### src/rtl/rtc_field_editor_pkg.sv
// rtl/rtc_field_editor_pkg.sv - shared types, constants and days-in-month helper for the RTC field editor
//
// Purpose: FSM state encoding, RTC register addresses, BCD digit limit and the
//          days-in-month lookup used when a field is a day-of-month.
package rtc_field_editor_pkg;

    typedef enum logic [2:0] {
        ST_IDLE = 3'd0,
        ST_CALC = 3'd1,
        ST_ADDR = 3'd2,
        ST_DATA = 3'd3,
        ST_DONE = 3'd4
    } state_t;

    localparam logic [7:0] RTC_ADDR_MIN  = 8'h21;
    localparam logic [7:0] RTC_ADDR_DAY  = 8'h24;

    localparam logic [3:0] BCD_MAX_DIGIT = 4'd9;

    // Two-digit BCD year is a leap year when its value is a multiple of 4:
    // even tens need units 0/4/8, odd tens need units 2/6.
    function automatic logic [7:0] days_in_month(input logic [7:0] month_bcd,
                                                 input logic [7:0] year_bcd);
        logic leap;
        leap = year_bcd[4] ? ((year_bcd[3:0] == 4'd2) || (year_bcd[3:0] == 4'd6))
                           : ((year_bcd[3:0] == 4'd0) || (year_bcd[3:0] == 4'd4) ||
                              (year_bcd[3:0] == 4'd8));
        case (month_bcd)
            8'h02:                      days_in_month = leap ? 8'h29 : 8'h28;
            8'h04, 8'h06, 8'h09, 8'h11: days_in_month = 8'h30;
            default:                    days_in_month = 8'h31;
        endcase
    endfunction

endpackage

### src/rtl/rtc_field_editor_bcd_step.sv
// rtl/rtc_field_editor_bcd_step.sv - combinational BCD +/-1 with range wrap
//
// Purpose: steps a two-digit BCD value up or down by one inside [min_i, max_i].
// Ports:
//   val_i  [7:0]  current BCD value
//   dir_i         1 = increment, 0 = decrement
//   min_i  [7:0]  lowest legal BCD value
//   max_i  [7:0]  highest legal BCD value
//   next_o [7:0]  stepped BCD value
module rtc_field_editor_bcd_step
    import rtc_field_editor_pkg::*;
(
    input  logic [7:0] val_i,
    input  logic       dir_i,
    input  logic [7:0] min_i,
    input  logic [7:0] max_i,
    output logic [7:0] next_o
);

    logic [3:0] tens;
    logic [3:0] units;
    logic       in_range;

    assign tens  = val_i[7:4];
    assign units = val_i[3:0];

    // Valid BCD orders the same as plain binary, so range checks compare bytes.
    assign in_range = (tens <= BCD_MAX_DIGIT) && (units <= BCD_MAX_DIGIT) &&
                      (val_i >= min_i) && (val_i <= max_i);

    always_comb begin
        next_o = min_i;
        if (dir_i) begin
            if (!in_range || (val_i == max_i)) begin
                next_o = min_i;
            end else if (units == BCD_MAX_DIGIT) begin
                next_o = {tens + 4'd1, 4'd0};
            end else begin
                next_o = {tens, units + 4'd1};
            end
        end else begin
            if (!in_range || (val_i == min_i)) begin
                next_o = max_i;
            end else if (units == 4'd0) begin
                next_o = {tens - 4'd1, BCD_MAX_DIGIT};
            end else begin
                next_o = {tens, units - 4'd1};
            end
        end
    end

endmodule

### src/rtl/rtc_field_editor.sv
// rtl/rtc_field_editor.sv - one-field RTC editor: button step, then address/data write on the RTC bus
//
// Purpose: on a single UP or DOWN press, steps the field's BCD value and writes
//          it to the RTC as an address phase followed by a data phase.
// Ports:
//   clk_i, reset_i          clock, synchronous active-low reset
//   enable_i                field selected; low aborts to idle
//   up_i, down_i            debounced button levels
//   value_in_i [7:0]        current BCD field value
//   month_bcd_i, year_bcd_i day-of-month limit inputs (DOM_MODE=1)
//   bus_ack_i               bus phase complete pulse
//   bus_req_o, a_d_o, w_r_o, bus_data_o [7:0]  bus phase outputs
//   busy_o, done_o          transaction in progress / finished pulse
//   value_out_o [7:0]       last computed value
module rtc_field_editor
    import rtc_field_editor_pkg::*;
#(
    parameter logic [7:0] FIELD_ADDR = RTC_ADDR_DAY,
    parameter logic [7:0] MIN_VAL    = 8'h01,
    parameter logic [7:0] MAX_VAL    = 8'h31,
    parameter bit         DOM_MODE   = 1'b0
) (
    input  logic       clk_i,
    input  logic       reset_i,
    input  logic       enable_i,
    input  logic       up_i,
    input  logic       down_i,
    input  logic [7:0] value_in_i,
    input  logic [7:0] month_bcd_i,
    input  logic [7:0] year_bcd_i,
    input  logic       bus_ack_i,
    output logic       bus_req_o,
    output logic       a_d_o,
    output logic       w_r_o,
    output logic [7:0] bus_data_o,
    output logic       busy_o,
    output logic       done_o,
    output logic [7:0] value_out_o
);

    state_t     state_q;
    logic       up_q, down_q;
    logic       dir_q;
    logic       bus_req_q, a_d_q, w_r_q, busy_q, done_q;
    logic [7:0] bus_data_q, value_out_q;

    logic       up_p, down_p;
    logic [7:0] dim;
    logic [7:0] max_val;
    logic [7:0] value_d;

    assign up_p   = up_i & ~up_q;
    assign down_p = down_i & ~down_q;

    // Only consumed in CALC, so month/year are effectively sampled there.
    always_comb begin
        dim     = days_in_month(month_bcd_i, year_bcd_i);
        max_val = MAX_VAL;
        if (DOM_MODE && (dim < MAX_VAL)) begin
            max_val = dim;
        end
    end

    rtc_field_editor_bcd_step u_step (
        .val_i  (value_in_i),
        .dir_i  (dir_q),
        .min_i  (MIN_VAL),
        .max_i  (max_val),
        .next_o (value_d)
    );

    always_ff @(posedge clk_i) begin
        if (!reset_i) begin
            state_q     <= ST_IDLE;
            up_q        <= 1'b0;
            down_q      <= 1'b0;
            dir_q       <= 1'b0;
            bus_req_q   <= 1'b0;
            a_d_q       <= 1'b0;
            w_r_q       <= 1'b0;
            bus_data_q  <= 8'h00;
            busy_q      <= 1'b0;
            done_q      <= 1'b0;
            value_out_q <= 8'h00;
        end else begin
            // History always tracks the buttons, so a press swallowed while busy
            // cannot fire later.
            up_q   <= up_i;
            down_q <= down_i;
            if (!enable_i) begin
                state_q    <= ST_IDLE;
                bus_req_q  <= 1'b0;
                a_d_q      <= 1'b0;
                w_r_q      <= 1'b0;
                bus_data_q <= 8'h00;
                busy_q     <= 1'b0;
                done_q     <= 1'b0;
            end else begin
                case (state_q)
                    ST_IDLE: begin
                        if (up_p ^ down_p) begin
                            state_q <= ST_CALC;
                            dir_q   <= up_p;
                            busy_q  <= 1'b1;
                        end
                    end
                    ST_CALC: begin
                        value_out_q <= value_d;
                        state_q     <= ST_ADDR;
                        bus_req_q   <= 1'b1;
                        a_d_q       <= 1'b0;
                        w_r_q       <= 1'b1;
                        bus_data_q  <= FIELD_ADDR;
                    end
                    ST_ADDR: begin
                        if (bus_ack_i) begin
                            state_q    <= ST_DATA;
                            a_d_q      <= 1'b1;
                            bus_data_q <= value_out_q;
                        end
                    end
                    ST_DATA: begin
                        if (bus_ack_i) begin
                            state_q    <= ST_DONE;
                            bus_req_q  <= 1'b0;
                            a_d_q      <= 1'b0;
                            w_r_q      <= 1'b0;
                            bus_data_q <= 8'h00;
                            busy_q     <= 1'b0;
                            done_q     <= 1'b1;
                        end
                    end
                    ST_DONE: begin
                        done_q  <= 1'b0;
                        state_q <= ST_IDLE;
                    end
                    default: begin
                        state_q    <= ST_IDLE;
                        bus_req_q  <= 1'b0;
                        a_d_q      <= 1'b0;
                        w_r_q      <= 1'b0;
                        bus_data_q <= 8'h00;
                        busy_q     <= 1'b0;
                        done_q     <= 1'b0;
                    end
                endcase
            end
        end
    end

    assign bus_req_o   = bus_req_q;
    assign a_d_o       = a_d_q;
    assign w_r_o       = w_r_q;
    assign bus_data_o  = bus_data_q;
    assign busy_o      = busy_q;
    assign done_o      = done_q;
    assign value_out_o = value_out_q;

endmodule

### config.mk
export PLATFORM = sky130hd
export DESIGN_NAME = rtc_field_editor
export DESIGN_NICKNAME = d
export VERILOG_FILES = /design/src/rtl/rtc_field_editor_pkg.sv /design/src/rtl/rtc_field_editor_bcd_step.sv /design/src/rtl/rtc_field_editor.sv
export SDC_FILE = /design/constraint.sdc
export NUM_CORES = 1
export LEC_CHECK = 0
export BUFFER_PORTS_ARGS = -buffer_cell sky130_fd_sc_hd__buf_2
export CORE_ASPECT_RATIO = 1.1
export CORE_MARGIN = 2
export CORE_UTILIZATION = 30
export DETAILED_ROUTE_END_ITERATION = 12
export GPL_ROUTABILITY_DRIVEN = 0
export PLACE_DENSITY = 0.55
export SLEW_MARGIN = 20
export SYNTH_ARGS = -nofsm -noshare
export SYNTH_HDL_FRONTEND = slang
export SYNTH_HIERARCHICAL = 1
export SYNTH_SLANG_ARGS = --single-unit
### constraint.sdc
create_clock -name clk_i -period 2.5 [get_ports clk_i]
set_input_delay 0.125 -clock clk_i [delete_from_list [all_inputs] [get_ports clk_i]]
set_output_delay 0.125 -clock clk_i [all_outputs]
set_load 0.01 [all_outputs]
==> results of run 1 <==
## critical path, stage by stage
cell       delay, ps
buf_2            120
inv_1            120
ha_1             200
o21bai_1          80
a21oi_1          190
nor4b_4          300
o21ba_1          540
a41oi_1          220
o2bb2ai_1        170
mux2i_1          130
nor2b_1           60
## synthesized netlist by cell type (all sizes together) (4+ instances only)
master	count	area share
a21oi	20	0.048
a22oi	6	0.022
a31o	5	0.021
buf	9	0.034
clkbuf	4	0.0072
dfxtp	26	0.25
ha	19	0.11
inv	21	0.038
mux2i	17	0.081
nand2	14	0.025
nand2b	4	0.017
nand4	6	0.018
nor2	17	0.031
nor2b	12	0.036
nor3	5	0.014
o21a	5	0.018
o21ai	10	0.024
o22ai	9	0.030
xnor2	8	0.034
## layout make-up
cell class                 instances  area, um^2  area share
tap                               82         103      0.0409
multi-input combinational        219        1520       0.606
timing repair buffer              44         245      0.0979
inverter                          21        78.8      0.0315
sequential                        26         520       0.208
clock buffer                       3        41.3      0.0165
## logic make-up (layout without fill, tap and decap cells)
family / Yosys count / count (layout) / share of synthesized area
AOI/OAI and AO/OA: 69 / 69 / 0.235
buffers and inverters: 34 / 68 / 0.0790
other: 2 / 32 / 0.00359
and+or+nand+nor: 73 / 73 / 0.199
adders and majority gates: 19 / 19 / 0.114
DFF: 26 / 26 / 0.249
xor gates and xnor gates: 8 / 8 / 0.0335
muxes: 18 / 18 / 0.0868
## worst max path at each step
stage | slack, ps | endpoint | start | depth (start not counted)
3_3_place_gp | 130 | value_out_o[3] | value_in_i[4] | 11
6_report | 400 | value_out_o[3] | value_in_i[4] | 11
4_1_cts | 360 | value_out_o[3] | value_in_i[4] | 11
3_5_place_dp | 90 | value_out_o[3] | value_in_i[4] | 11
5_1_grt | 170 | value_out_o[3] | value_in_i[4] | 11
2_1_floorplan | 390 | value_out_o[0] | value_in_i[0] | 10
## flip-flops by register name, indices dropped and copies added, names as in the netlist
signal / count
a_d_o: 1
bus_data_o: 8
busy_o: 1
dir_q: 1
done_o: 1
down_q: 1
state_q: 3
up_q: 1
value_out_o: 8
w_r_o: 1
## routing by layer
metal	vias to the layer above	part of all wire	global-route usage
met5	-	0	0
met4	0	0.013	0.0363
met3	5	0.034	0.0173
met2	28	0.46	0.201
met1	813	0.49	0.160
li1	992	-	-
## where the power goes
part / internal (mW) / total (mW) / switching [mW]
clock network: 0.108 / 0.233 / 0.125
logic: 0.130 / 0.282 / 0.152
registers: 0.425 / 0.440 / 0.0150
## metrics by stage
stage	hold WS, ps	area [um^2]	instances	setup slack (ps)
after floorplan	247	2200	279	390
after global placement	339	2460	392	129
after detailed placement	347	2460	392	85.4
after CTS	64.1	2510	395	363
after global routing	80.3	2510	395	168
final	63.4	2510	395	401
==> results_dict.tcl, run 1 <==
set metrics [dict create \
    p_total_uw 955 \
    clkLatencyLatePin_ps 270 \
    r2r_cells 5 \
    tns_ps 0 \
    final_common_cell "buf_2" \
    yosysUniqueCellTypes 54 \
    hp-class "in2reg" \
    syn_area_per_cell_um2 8.40 \
    holdBufCountCts 0 \
    min_period_ps 2100 \
    core_um2 6670 \
    rsz0062_at_grt "false" \
    ys_warn_count 6 \
    fill_cells 720 \
    period_share 0.840 \
    worst_slew_margin_rel 0.614 \
    die-area_um2 7650 \
    grt_pass1_vias 1731 \
    worstMarginPinSlew_ps 574 \
    drcViolationCount 0 \
    io-pin-count 51 \
    cp.arrival_ps 2260 \
    cts-root-buf "clkbuf_8" \
    synthToLayoutAreaGrowth_pct 19.9 \
    worstReg2RegStart "state_q[0]" \
    wl_per_cell_um 11.3 \
    h-tree-depth 1 \
    postRouteAntennaNets 0 \
    grt_antenna_before_repair 0 \
    vdd_drop_max_mv 0.272 \
    final_core_util 0.376 \
    cts_setup_buffers 0 \
    slew_violations 0 \
    cts.repair.resized 0 \
    ys.flop_type "dfxtp_1" \
    maxCapViolCount 0 \
    crit_fanout 16 \
    r2r_end "value_out_o[1]" \
    hold_viol 0 \
    end_kind "flip-flop" \
    p_leak_nw 1.13 \
    postSynth.asyncResetShare 0 \
    start_util 0.313 \
    antennaDiodeCount 0 \
    startpoint_type "input pin" \
    cts_tree "done" \
    grt_overflow 0 \
    fin_nets 364 \
    vias 1838 \
    netlist_instances 249 \
    drt_iter0_markers 51 \
    worstHoldStart "up_i" \
    hold_end "up_q" \
    whs_path_depth 2 \
    grt_pass1_wl_um 7750 \
    max_freq_ghz 0.476 \
    cts.sink_count 26 \
    skew_ps 5.13 \
    rrSetupSlack_ps 950 \
    ys_seq_area_frac 0.249 \
    power.density_nw_per_um2 381 \
    grt_use_total 0.120 \
    cts_buffers 3 \
    first_pass_iters 4 \
    num_rows 31 \
    hpwl_um 3600 \
    synth_edf_count 0 \
    viasPerCell 4.65 \
    status "finished clean" \
    wl_um 4470 \
    final_cell_mix "buf_2 (34), conb_1 (32), dfxtp_1 (26)" \
    port-buffer-count 34 \
    die_y_um 91.6 \
    cp_data_required_time_ps 2660 \
    grt_max_degree 17 \
    syn_area_um2 2090 \
    clk_pin_slew_ps 90 \
    clock_path_buffers 2 \
    drive_gt1_frac 0.188 \
    die_x_um 83.6 \
    setup_viol_count_final 0 \
    path_class "in2reg" \
    ys_ff_latch 26 \
]
No activity file was read; power rests on OpenSTA's default activity.
==> run 2, diff against run 1 <==
--- a/config.mk
+++ b/config.mk
@@ -5,13 +5,14 @@
 export SDC_FILE = /design/constraint.sdc
 export NUM_CORES = 1
 export LEC_CHECK = 0
+export ABC_AREA = 1
 export BUFFER_PORTS_ARGS = -buffer_cell sky130_fd_sc_hd__buf_2
 export CORE_ASPECT_RATIO = 1.1
 export CORE_MARGIN = 2
 export CORE_UTILIZATION = 30
 export DETAILED_ROUTE_END_ITERATION = 12
 export GPL_ROUTABILITY_DRIVEN = 0
-export PLACE_DENSITY = 0.55
+export PLACE_DENSITY = 0.54
 export SLEW_MARGIN = 20
 export SYNTH_ARGS = -nofsm -noshare
 export SYNTH_HDL_FRONTEND = slang
==> constraint.sdc (replaced) <==
create_clock -name clk_i -period 2.1 [get_ports clk_i]
set_input_delay 0.105 -clock clk_i [delete_from_list [all_inputs] [get_ports clk_i]]
set_output_delay 0.105 -clock clk_i [all_outputs]
set_load 0.01 [all_outputs]
==> results_dict.tcl, run 2 <==
set metrics [dict create \
    status "finished clean" \
    rsz0062_at_grt "false" \
    r2r_end "value_out_o[5]" \
    seq_area_um2 520 \
    clkLatencyLatePin_ps 270 \
    postRouteAntennaNets 0 \
    period_share 0.777 \
    first_pass_iters 4 \
    synth_edf_count 0 \
    clk_pin_slew_ps 90 \
    hp-class "in2reg" \
    worst_slew_margin_rel 0.627 \
    ys_ff_latch 26 \
    setup_viol_count_final 0 \
    rrSetupSlack_ps 730 \
    cts_buffers 3 \
    viasPerCell 4.55 \
    yosys-top-cells-count "nand2_1 (91), inv_1 (47), nor2_1 (31)" \
    vdd_drop_max_mv 0.194 \
    r2r_cells 5 \
    core_um2 7350 \
    grt_use_total 0.134 \
    yosysUniqueCellTypes 35 \
    grt_pass1_vias 2048 \
    synth_most_common_cell "nand2_1" \
    port-buffer-count 34 \
    syn_area_per_cell_um2 6.62 \
    power.density_nw_per_um2 460 \
    wl_met3_um 188 \
    path_class "in2reg" \
    clock_path_buffers 2 \
    skew_ps 4.65 \
    syn_area_um2 2250 \
    cts-root-buf "clkbuf_8" \
    multiInputGateArea_um2 1520 \
    holdBufCountCts 0 \
    cp.arrival_ps 1800 \
    worstReg2RegStart "state_q[1]" \
    cts_setup_buffers 0 \
    grt_pass1_wl_um 9080 \
    die-area_um2 8210 \
    wl_per_cell_um 10.6 \
    num_rows 33 \
    tns_ps 0 \
    start_util 0.306 \
    wl_met1_um 2480 \
    startpoint_type "input pin" \
    h-tree-depth 1 \
    wl_um 5110 \
    yosysTopAreaCell "dfxtp_1" \
    grt_antenna_before_repair 0 \
    cts.sink_count 26 \
    die_y_um 94.8 \
    netlist_instances 340 \
    p_total_mw 1.21 \
    hold_viol 0 \
    final_common_cell "nand2_1" \
    highest_layer "met4" \
    drcViolationCount 0 \
    final_core_util 0.359 \
    hpwl_um 4210 \
    worstMarginPinSlew_ps 559 \
    worstHoldStart "down_i" \
    ys_seq_area_frac 0.231 \
    synthToLayoutAreaGrowth_pct 17.3 \
    hold_end "down_q" \
    io-pin-count 51 \
    synth_top_area_frac 0.231 \
    ys.flop_type "dfxtp_1" \
    antennaDiodeCount 0 \
    die_x_um 86.6 \
    min_period_ps 1630 \
    final_cell_mix "nand2_1 (91), inv_1 (47), buf_2 (34)" \
    cp_data_required_time_ps 2270 \
    p_leak_nw 1.34 \
    cts.repair.resized 0 \
    wl_met2_um 2400 \
    drive_gt1_frac 0.181 \
    grt_overflow 0 \
    end_kind "flip-flop" \
    whs_path_depth 3 \
    cts_tree "done" \
    grt_max_degree 19 \
    max_freq_ghz 0.613 \
    slew_violations 0 \
    vias 2185 \
    fill_cells 837 \
    postSynth.asyncResetShare 0 \
    crit_fanout 9 \
    fin_nets 443 \
    drt_iter0_markers 76 \
    maxCapViolCount 0 \
    synthTopCellsByArea "dfxtp_1 (23%), nand2_1 (15%), ha_1 (11%), inv_1 (7.8%), nand3_1 (6.0%)" \
    ys_warn_count 6 \
]
==> run 2: metal layers <==
layer / GRT usage / vias up
li1: - / 1184
met1: 0.180 / 963
met2: 0.233 / 36
met3: 0.00787 / 2
met4: 0.0313 / 0
met5: 0 / -
==> run 2: area by class of cell <==
cell class	count	share of cell area
sequential	26	0.197
timing repair buffer	39	0.0835
clock buffer	4	0.0209
tap	87	0.0413
multi-input combinational	270	0.575
inverter	54	0.0820
==> run 2: worst max-delay path: stages <==
cell and delay, ps:
buf_2 130, ha_1 300, nand2_1 70, nor2_1 270, nand2_1 90, nand2_1 110
nand2_2 150, nand3_4 160, nand2_1 70, nand3_1 80, nand2_1 60, o21ai_1 130
nor2_1 50
==> run 2: logic make-up (layout without fill, tap and decap cells) <==
group                      count (synthesis)  count (layout)  synth area share
AOI/OAI and AO/OA                         39              39            0.0962
xor gates and xnor gates                   5               5            0.0195
DFF                                       26              26             0.231
buffers and inverters                     60              97             0.121
and+or+nand+nor                          189             189             0.423
adders and majority gates                 19              19             0.106
other                                      2              18           0.00334
==> run 2: stage by stage <==
step,instances,area [um^2],worst slack [ps],hold WS (ps)
after floorplan,356,2310,405,198
after detailed placement,476,2580,157,306
after global routing,480,2640,248,26.4
final,480,2640,468,24.1
after CTS,480,2640,447,20.2
after global placement,476,2580,182,297
==> run 2: worst max-delay path by stage <==
stage                        from  depth (start not counted)              to  slack, ps
CTS                 value_in_i[7]                         13  value_out_o[3]        450
global placement    value_in_i[0]                         16  value_out_o[2]        180
detailed placement  value_in_i[7]                         13  value_out_o[3]        160
floorplan           value_in_i[7]                         13  value_out_o[2]        400
global route        value_in_i[7]                         13  value_out_o[6]        250
finish              value_in_i[7]                         13  value_out_o[6]        470
==> run 2: where the power goes <==
group,internal (mW),leakage [nW],switching (mW)
sequential,0.508,0.211,0.0122
combinational,0.132,1.10,0.243
clock,0.167,0.0288,0.151
